===== src/rtl/freq_sweep_ctrl.sv =====
// -----------------------------------------------------------------------------
// freq_sweep_ctrl
//   Frequency-sweep sequencer that feeds a DDS phase accumulator. A run is
//   started with a one-cycle start pulse. The configuration is captured at
//   start and used for the whole run. Three run types exist:
//     - fixed : the start word is held until abort.
//     - linear: the word advances by f_step.
//     - log   : the word is multiplied by 10.
//   In linear and log runs, each word is held for dwell+1 cycles. A step that
//   passes f_stop, or that carries out of FW bits, either restarts the sweep
//   at f_start (repeat_en=1) or ends the run with a done pulse (repeat_en=0).
//
//   Build option:
//     FREQ_SWEEP_LOG_EN  defined   -> mode 10 runs the x10 log sweep.
//                        undefined -> no log datapath; mode 10 acts as mode 01.
//
// Ports
//   clk        in   system clock, rising edge
//   rst        in   asynchronous reset, active-low
//   start      in   one-cycle request to begin a run (ignored while busy)
//   abort      in   end the current run; freq_word keeps its value
//   mode[1:0]  in   00 fixed, 01 linear, 10 log, 11 fixed
//   repeat_en  in   1 = restart at f_start when the sweep ends, 0 = one-shot
//                   (carries the "repeat" function; "repeat" is a reserved word)
//   f_start    in   first frequency word
//   f_stop     in   inclusive upper bound of the sweep
//   f_step     in   linear increment
//   dwell      in   each word is held dwell+1 cycles
//   freq_word  out  registered frequency word
//   freq_valid out  one-cycle pulse on every freq_word update
//   busy       out  high while a run is active
//   done       out  one-cycle pulse when a one-shot sweep ends
// -----------------------------------------------------------------------------
module freq_sweep_ctrl #(
    parameter int            FW       = 64,
    parameter int            DW       = 32,
    parameter logic [FW-1:0] RST_FREQ = FW'(64'd153722867281)
) (
    input  logic          clk,
    input  logic          rst,
    input  logic          start,
    input  logic          abort,
    input  logic [1:0]    mode,
    input  logic          repeat_en,
    input  logic [FW-1:0] f_start,
    input  logic [FW-1:0] f_stop,
    input  logic [FW-1:0] f_step,
    input  logic [DW-1:0] dwell,
    output logic [FW-1:0] freq_word,
    output logic          freq_valid,
    output logic          busy,
    output logic          done
);

    typedef enum logic [1:0] {IDLE, HOLD, DWELL, STEP} state_t;

    state_t        state, state_nxt;
    logic [DW-1:0] cnt;
    logic [FW-1:0] start_l, stop_l, step_l;
    logic [DW-1:0] dwell_l;
    logic          rpt_l;

    logic          cfg_ld, word_ld, done_set, cnt_ld;
    logic [FW-1:0] word_nxt;
    logic [DW-1:0] cnt_val;
    logic          sweep_req;

    // next-word datapath
    logic [FW:0]   nxt_lin;
    logic [FW-1:0] nxt_word;
    logic          in_range;

`ifdef FREQ_SWEEP_LOG_EN
    logic          log_l;
    logic [FW+3:0] nxt_log;

    // x10 as (x<<3)+(x<<1); four guard bits catch any overflow past FW
    assign nxt_log = ({4'b0, freq_word} << 3) + ({4'b0, freq_word} << 1);
`endif

    always_comb begin
        nxt_lin  = {1'b0, freq_word} + {1'b0, step_l};
        nxt_word = nxt_lin[FW-1:0];
        in_range = !nxt_lin[FW] && (nxt_lin[FW-1:0] <= stop_l);
`ifdef FREQ_SWEEP_LOG_EN
        if (log_l) begin
            nxt_word = nxt_log[FW-1:0];
            in_range = (nxt_log[FW+3:FW] == 4'd0) && (nxt_log[FW-1:0] <= stop_l);
        end
`endif
    end

    assign sweep_req = (mode == 2'b01) || (mode == 2'b10);
    assign busy      = (state != IDLE);

    // state register
    always_ff @(posedge clk or negedge rst) begin
        if (!rst) state <= IDLE;
        else      state <= state_nxt;
    end

    // Next state and control. The word held in DWELL also stays on the
    // output during STEP, so DWELL lasts only `dwell` cycles. A dwell of 0
    // skips DWELL and steps on every cycle.
    always_comb begin
        state_nxt = state;
        cfg_ld    = 1'b0;
        word_ld   = 1'b0;
        word_nxt  = freq_word;
        done_set  = 1'b0;
        cnt_ld    = 1'b0;
        cnt_val   = dwell_l;

        if (abort) begin
            state_nxt = IDLE;
        end else begin
            case (state)
                IDLE: begin
                    if (start) begin
                        cfg_ld   = 1'b1;
                        word_ld  = 1'b1;
                        word_nxt = f_start;
                        if (!sweep_req) begin
                            state_nxt = HOLD;
                        end else if (dwell == '0) begin
                            state_nxt = STEP;
                        end else begin
                            state_nxt = DWELL;
                            cnt_ld    = 1'b1;
                            cnt_val   = dwell;
                        end
                    end
                end
                HOLD: state_nxt = HOLD;
                DWELL: begin
                    if (cnt <= DW'(1)) state_nxt = STEP;
                end
                STEP: begin
                    if (in_range || rpt_l) begin
                        word_ld  = 1'b1;
                        word_nxt = in_range ? nxt_word : start_l;
                        if (dwell_l == '0) begin
                            state_nxt = STEP;
                        end else begin
                            state_nxt = DWELL;
                            cnt_ld    = 1'b1;
                        end
                    end else begin
                        done_set  = 1'b1;
                        state_nxt = IDLE;
                    end
                end
                default: state_nxt = IDLE;
            endcase
        end
    end

    // output / configuration registers
    always_ff @(posedge clk or negedge rst) begin
        if (!rst) begin
            freq_word  <= RST_FREQ;
            freq_valid <= 1'b0;
            done       <= 1'b0;
            cnt        <= '0;
            start_l    <= '0;
            stop_l     <= '0;
            step_l     <= '0;
            dwell_l    <= '0;
            rpt_l      <= 1'b0;
`ifdef FREQ_SWEEP_LOG_EN
            log_l      <= 1'b0;
`endif
        end else begin
            freq_valid <= word_ld;
            done       <= done_set;
            if (word_ld) freq_word <= word_nxt;
            if (cnt_ld)              cnt <= cnt_val;
            else if (state == DWELL) cnt <= cnt - DW'(1);
            if (cfg_ld) begin
                start_l <= f_start;
                stop_l  <= f_stop;
                step_l  <= f_step;
                dwell_l <= dwell;
                rpt_l   <= repeat_en;
`ifdef FREQ_SWEEP_LOG_EN
                log_l   <= (mode == 2'b10);
`endif
            end
        end
    end

endmodule


===== config.mk =====
export PLATFORM = sky130hd
export DESIGN_NAME = freq_sweep_ctrl
export DESIGN_NICKNAME = d
export VERILOG_FILES = /design/src/rtl/freq_sweep_ctrl.sv
export SDC_FILE = /design/constraint.sdc
export NUM_CORES = 1
export LEC_CHECK = 0
export CAP_MARGIN = 20
export CORE_AREA = 2 2 223 225
export DETAILED_ROUTE_END_ITERATION = 8
export DIE_AREA = 0 0 225 227
export PLACE_DENSITY = 0.62
export SETUP_SLACK_MARGIN = 0.02
export SYNTH_ARGS = -nofsm -noshare
export SYNTH_HDL_FRONTEND = slang
export SYNTH_SLANG_ARGS = --single-unit

===== constraint.sdc =====
create_clock -name clk -period 7.5 [get_ports clk]
set_input_delay 1.875 -clock clk [delete_from_list [all_inputs] [get_ports clk]]
set_output_delay 1.875 -clock clk [all_outputs]
set_load 0.03 [all_outputs]

==> out/results.txt <==
The via count of the first global-routing pass came out at 16,879. The worst setup path is launched from a flip-flop. For flop-to-flop paths, the worst setup slack is 0.56 ns.

For the number of setup violations in the final report, the log shows 0. The path class of the lowest-slack min-delay path is reg -> reg. The repair_antennas step left the layout with diodes totalling 0. The cell family contributing the most delay on the critical path is compound AO/OA/AOI/OAI gates. The cell sitting at the root of the clock tree is a sky130_fd_sc_hd__clkbuf_16. In this run the worst path has a maximum fanout of 21. The core region is 48,500 µm². The aggregate negative setup slack was 0 ns. Data on the critical path arrives at its endpoint at 7.43 ns. In this run the tightest slew margin relative to its limit is 25.9%. The number of gates given a new drive strength after cts is 0. The critical path ends at freq_word[56]$_DFFE_PN0P_. Synthesis produced a netlist with a net count of 2,370. Setup repair after global routing left no endpoint under its margin. The tools report the sequential cell area as 8160 µm². The detail route stage leaves a number of antenna-violating nets equal to 0.

At the end of the flow, the number of nets in the layout was 2,607. The average instance in the mapped netlist occupies 10.1 µm². Count of endpoints failing hold in the final timing report: 0.

The first global-routing pass estimated 93,100 µm of wire. The layout has 4,381 filler cells. For this design the top-level I/O count stands at 298. The total standard cell area after synthesis was 20,200 µm²; the number of cells on the worst reg-to-reg path was 23. After technology mapping, the gate count stands at 2,005.

The longest clock path from root to sink contains 3 buffers. In this run the critical register-to-register path is captured at freq_word[56]$_DFFE_PN0P_. The flow ran to the end, and the final reports show no timing, DRC or antenna violations. Entering global routing, the biggest net connects 169 pins. The count of clock tree sinks is 325. TritonCTS built the clock tree.

The number of different library cells used by synthesis comes to 76. The floorplan die height was 227 µm. The critical path crosses 23 cells after its start point.

For this configuration, the core starts out at a cell density of 41.6%. The number of antenna violations at the first check in global routing is 1. At the end of routability-driven placement, the weighted congestion stood at 0.932.

The startpoint identified for the worst register-to-register timing path is freq_word[0]$_DFFE_PN1P_. The H-tree was split into 2 levels. Signed area change from the synthesized netlist to the final layout: 23.9%. The count of buffers added on input and output ports is 297.

The number of hold-repair buffers added at the cts stage came out at 0. Walking the worst path, the cells encountered are ha_1 > inv_1 > fa_1 > nand2b_1 > a21oi_1 > o21ai_0 > a21oi_1 > a311o_1 > a21oi_1 > mux2i_1 > a2111oi_2 > ha_1 > nand4_1 > nor3_1 > a221o_1 > o31a_1 > nor4_1 > a2bb2oi_1 > and3b_4 > buf_4 > nand2_1 > or3b_2 > a21oi_1. The total overflow left after global routing is 0. The clock period minus worst slack was 6.94 ns; the global-route usage over all layers was 23.3%. The cell that appears most often on the critical path is sky130_fd_sc_hd__a21oi_1. For the count of routing violations after the opening detailed-route iteration, the log shows 1,089. The max-cap check violation count was 0; the number of enable-type register cells in the synthesized netlist was 0. The routed design has 59,600 µm of wire. The routed layout has 16,418 vias. The final routed DRC violation total came out at 0.

The die covers 51,100 µm². The count of standard-cell rows is 81. The routed wire length per instance was 20.6 µm; the setup clock skew after layout was 0.0138 ns. The total clock buffers created by CTS is 39. Tracing the worst setup path back leads to its startpoint at freq_word[0]$_DFFE_PN1P_.

The post-CTS setup buffer count was 0; the die span in x was 225 µm. The half-perimeter wire length after placement is 45,100 µm. Among all flip-flop cells after synthesis, the most frequent one is sky130_fd_sc_hd__dfrtp_1.

The pre-antenna-repair detailed-routing pass consisted of 6 iterations. The tools report the category of the worst setup path capture point as a flip-flop. The worst-skew pair later-pin latency is 0.57 ns, and the sequential cell area fraction in the yosys report is 40.4%.

The critical path required time came out at 7.99 ns. The fraction of layout cells with a size suffix above 1 came out at 14.9%. The critical-path cell with the highest stage delay is sky130_fd_sc_hd__a2111oi_2. Count of state elements after synthesis: 325.

The highest cell delay on the worst timing path is 0.55 ns, and the area occupied by multi-input gates is 11,200 µm². The via density per instance is 5.68, and the period utilization is 92.6%. The maximum frequency from static timing analysis is 144 MHz, and the number of pins with negative max-slew slack in the final report is 0. After synthesis, the share of flip-flops with an asynchronous set or reset is 100%. The worst setup path is of the reg -> reg kind. At the pin with the least slew margin, the transition time is 1.11 ns. The number of buffer and inverter instances along the worst setup path is 2. The Yosys step of the flow raised 0 warnings. The register clock-pin slew on the reported worst setup and hold paths works out to 0.06 ns.
[placed cells by master (no fill, tap or decap), types with 5 or more instances in the layout]
cell type                         Yosys  layout
sky130_fd_sc_hd__a2111oi_0            6       5
sky130_fd_sc_hd__a211oi_1            60      59
sky130_fd_sc_hd__a21boi_0             8       8
sky130_fd_sc_hd__a21o_1              69      69
sky130_fd_sc_hd__a21oi_1            124     124
sky130_fd_sc_hd__a221oi_1            11      11
sky130_fd_sc_hd__a31oi_1              5       5
sky130_fd_sc_hd__and2_1               8       8
sky130_fd_sc_hd__buf_12               0       5
sky130_fd_sc_hd__buf_4                0      11
sky130_fd_sc_hd__clkbuf_1           106      13
sky130_fd_sc_hd__clkbuf_16            0      39
sky130_fd_sc_hd__clkdlybuf4s50_1      0     296
sky130_fd_sc_hd__dfrtp_1            307     307
sky130_fd_sc_hd__dfstp_2             18      18
sky130_fd_sc_hd__ha_1               133     132
sky130_fd_sc_hd__inv_1              109     109
sky130_fd_sc_hd__mux2_2             220     220
sky130_fd_sc_hd__mux2i_1            110     110
sky130_fd_sc_hd__nand2_1            128     128
sky130_fd_sc_hd__nand3_1             27      27
sky130_fd_sc_hd__nand4_1             43      43
sky130_fd_sc_hd__nor2_1             115     115
sky130_fd_sc_hd__nor2b_1             16      16
sky130_fd_sc_hd__nor3_1              29      29
sky130_fd_sc_hd__nor4_1              33      33
sky130_fd_sc_hd__o211ai_1             6       6
sky130_fd_sc_hd__o21a_1               8       8
sky130_fd_sc_hd__o21ai_0             83      83
sky130_fd_sc_hd__o21bai_1            11      11
sky130_fd_sc_hd__o22ai_1              9       9
sky130_fd_sc_hd__o31ai_1             15      15
sky130_fd_sc_hd__or2_2                7       6
sky130_fd_sc_hd__or3_1               12      12
sky130_fd_sc_hd__xnor2_1             60      60
sky130_fd_sc_hd__xor2_1              26      26
[routing by layer]
layer  wire length (µm)  global-route usage [%]
met1              26700                    31.1
met2              28400                    39.0
met3               3060                    3.94
met4               1430                    6.45
met5                  0                       0
[layout make-up]
cell class / count / area share (%)
multi-input cells: 1454 / 44.9
well taps: 622 / 3.11
flip-flops and latches: 325 / 32.6
clock inverters: 14 / 0.760
inverters: 109 / 1.64
clock buffers: 56 / 4.32
repair buffers: 313 / 12.6
[sequential cells by signal, indices dropped and copies added (netlist names)]
| signal | count |
|---|---|
| rpt_l | 1 |
| dwell_l | 32 |
| stop_l | 64 |
| step_l | 64 |
| done | 1 |
| freq_valid | 1 |
| freq_word | 64 |
| state | 2 |
| cnt | 32 |
| start_l | 64 |
[cell families (layout without fill, tap and decap cells)]
family / after synthesis / in the layout / share of synthesized area [%]
and+or+nand+nor: 445 / 445 / 10.7
adders and majority gates: 134 / 134 / 8.34
AOI/OAI and AO/OA: 459 / 459 / 14.8
muxes: 330 / 330 / 17.7
buffers and inverters: 226 / 492 / 4.26
DFF: 325 / 325 / 40.4
xor gates and xnor gates: 86 / 86 / 3.73
[worst reg2reg max path, cell delays in order (launching register included)]
cell and delay [ns]:
sky130_fd_sc_hd__dfstp_2 0.54, sky130_fd_sc_hd__ha_1 0.18, sky130_fd_sc_hd__inv_1 0.06, sky130_fd_sc_hd__fa_1 0.42, sky130_fd_sc_hd__nand2b_1 0.19, sky130_fd_sc_hd__a21oi_1 0.22, sky130_fd_sc_hd__o21ai_0 0.28, sky130_fd_sc_hd__a21oi_1 0.41
sky130_fd_sc_hd__a311o_1 0.42, sky130_fd_sc_hd__a21oi_1 0.19, sky130_fd_sc_hd__mux2i_1 0.17, sky130_fd_sc_hd__a2111oi_2 0.55, sky130_fd_sc_hd__ha_1 0.33, sky130_fd_sc_hd__nand4_1 0.11, sky130_fd_sc_hd__nor3_1 0.11, sky130_fd_sc_hd__a221o_1 0.38
sky130_fd_sc_hd__o31a_1 0.29, sky130_fd_sc_hd__nor4_1 0.47, sky130_fd_sc_hd__a2bb2oi_1 0.23, sky130_fd_sc_hd__and3b_4 0.30, sky130_fd_sc_hd__buf_4 0.30, sky130_fd_sc_hd__nand2_1 0.11, sky130_fd_sc_hd__or3b_2 0.48, sky130_fd_sc_hd__a21oi_1 0.14
[Yosys cell counts, types with 27 or more instances]
cell,count,area (µm²)
sky130_fd_sc_hd__nor4_1,33,206
sky130_fd_sc_hd__a21oi_1,124,621
sky130_fd_sc_hd__ha_1,133,1660
sky130_fd_sc_hd__a211oi_1,60,450
sky130_fd_sc_hd__xnor2_1,60,526
sky130_fd_sc_hd__a21o_1,69,518
sky130_fd_sc_hd__inv_1,109,409
sky130_fd_sc_hd__nor2_1,115,432
sky130_fd_sc_hd__mux2i_1,110,1100
sky130_fd_sc_hd__nand4_1,43,269
sky130_fd_sc_hd__clkbuf_1,106,398
sky130_fd_sc_hd__o21ai_0,83,415
sky130_fd_sc_hd__nand3_1,27,135
sky130_fd_sc_hd__nor3_1,29,145
sky130_fd_sc_hd__nand2_1,128,480
sky130_fd_sc_hd__dfrtp_1,307,7680
sky130_fd_sc_hd__mux2_2,220,2480
[per-stage QoR]
step | hold slack [ns] | util [%] | instances | area [µm²] | setup WS, ns
after global routing | 0.509 | 51.5 | 2893 | 25000 | 0.0667
final | 0.480 | 51.5 | 2893 | 25000 | 0.558
after floorplan | 0.450 | - | 2005 | 20200 | 1.61
after detailed placement | 0.471 | 48.9 | 2823 | 23700 | 0.207
after CTS | 0.484 | 51.5 | 2893 | 25000 | 0.202
after global placement | 0.462 | 48.9 | 2823 | 23700 | 0.363
[worst min path at each step]
| stage | from | end | slack (ns) | depth (start not counted) |
|---|---|---|---|---|
| final | start_l[53]$_DFFE_PN0P_ | start_l[53]$_DFFE_PN0P_ | 0.48 | 2 |
| after global routing | start_l[25]$_DFFE_PN0P_ | start_l[25]$_DFFE_PN0P_ | 0.51 | 1 |
| after CTS | start_l[53]$_DFFE_PN0P_ | start_l[53]$_DFFE_PN0P_ | 0.48 | 2 |
| after detailed placement | start_l[53]$_DFFE_PN0P_ | start_l[53]$_DFFE_PN0P_ | 0.47 | 2 |
| after global placement | start_l[58]$_DFFE_PN0P_ | start_l[58]$_DFFE_PN0P_ | 0.46 | 2 |
| after floorplan | rpt_l$_DFFE_PN0P_ | done$_DFF_PN0_ | 0.45 | 1 |
Power is not shown: default switching activity piles up to over one toggle a cycle in this logic, so the estimate is an artifact.
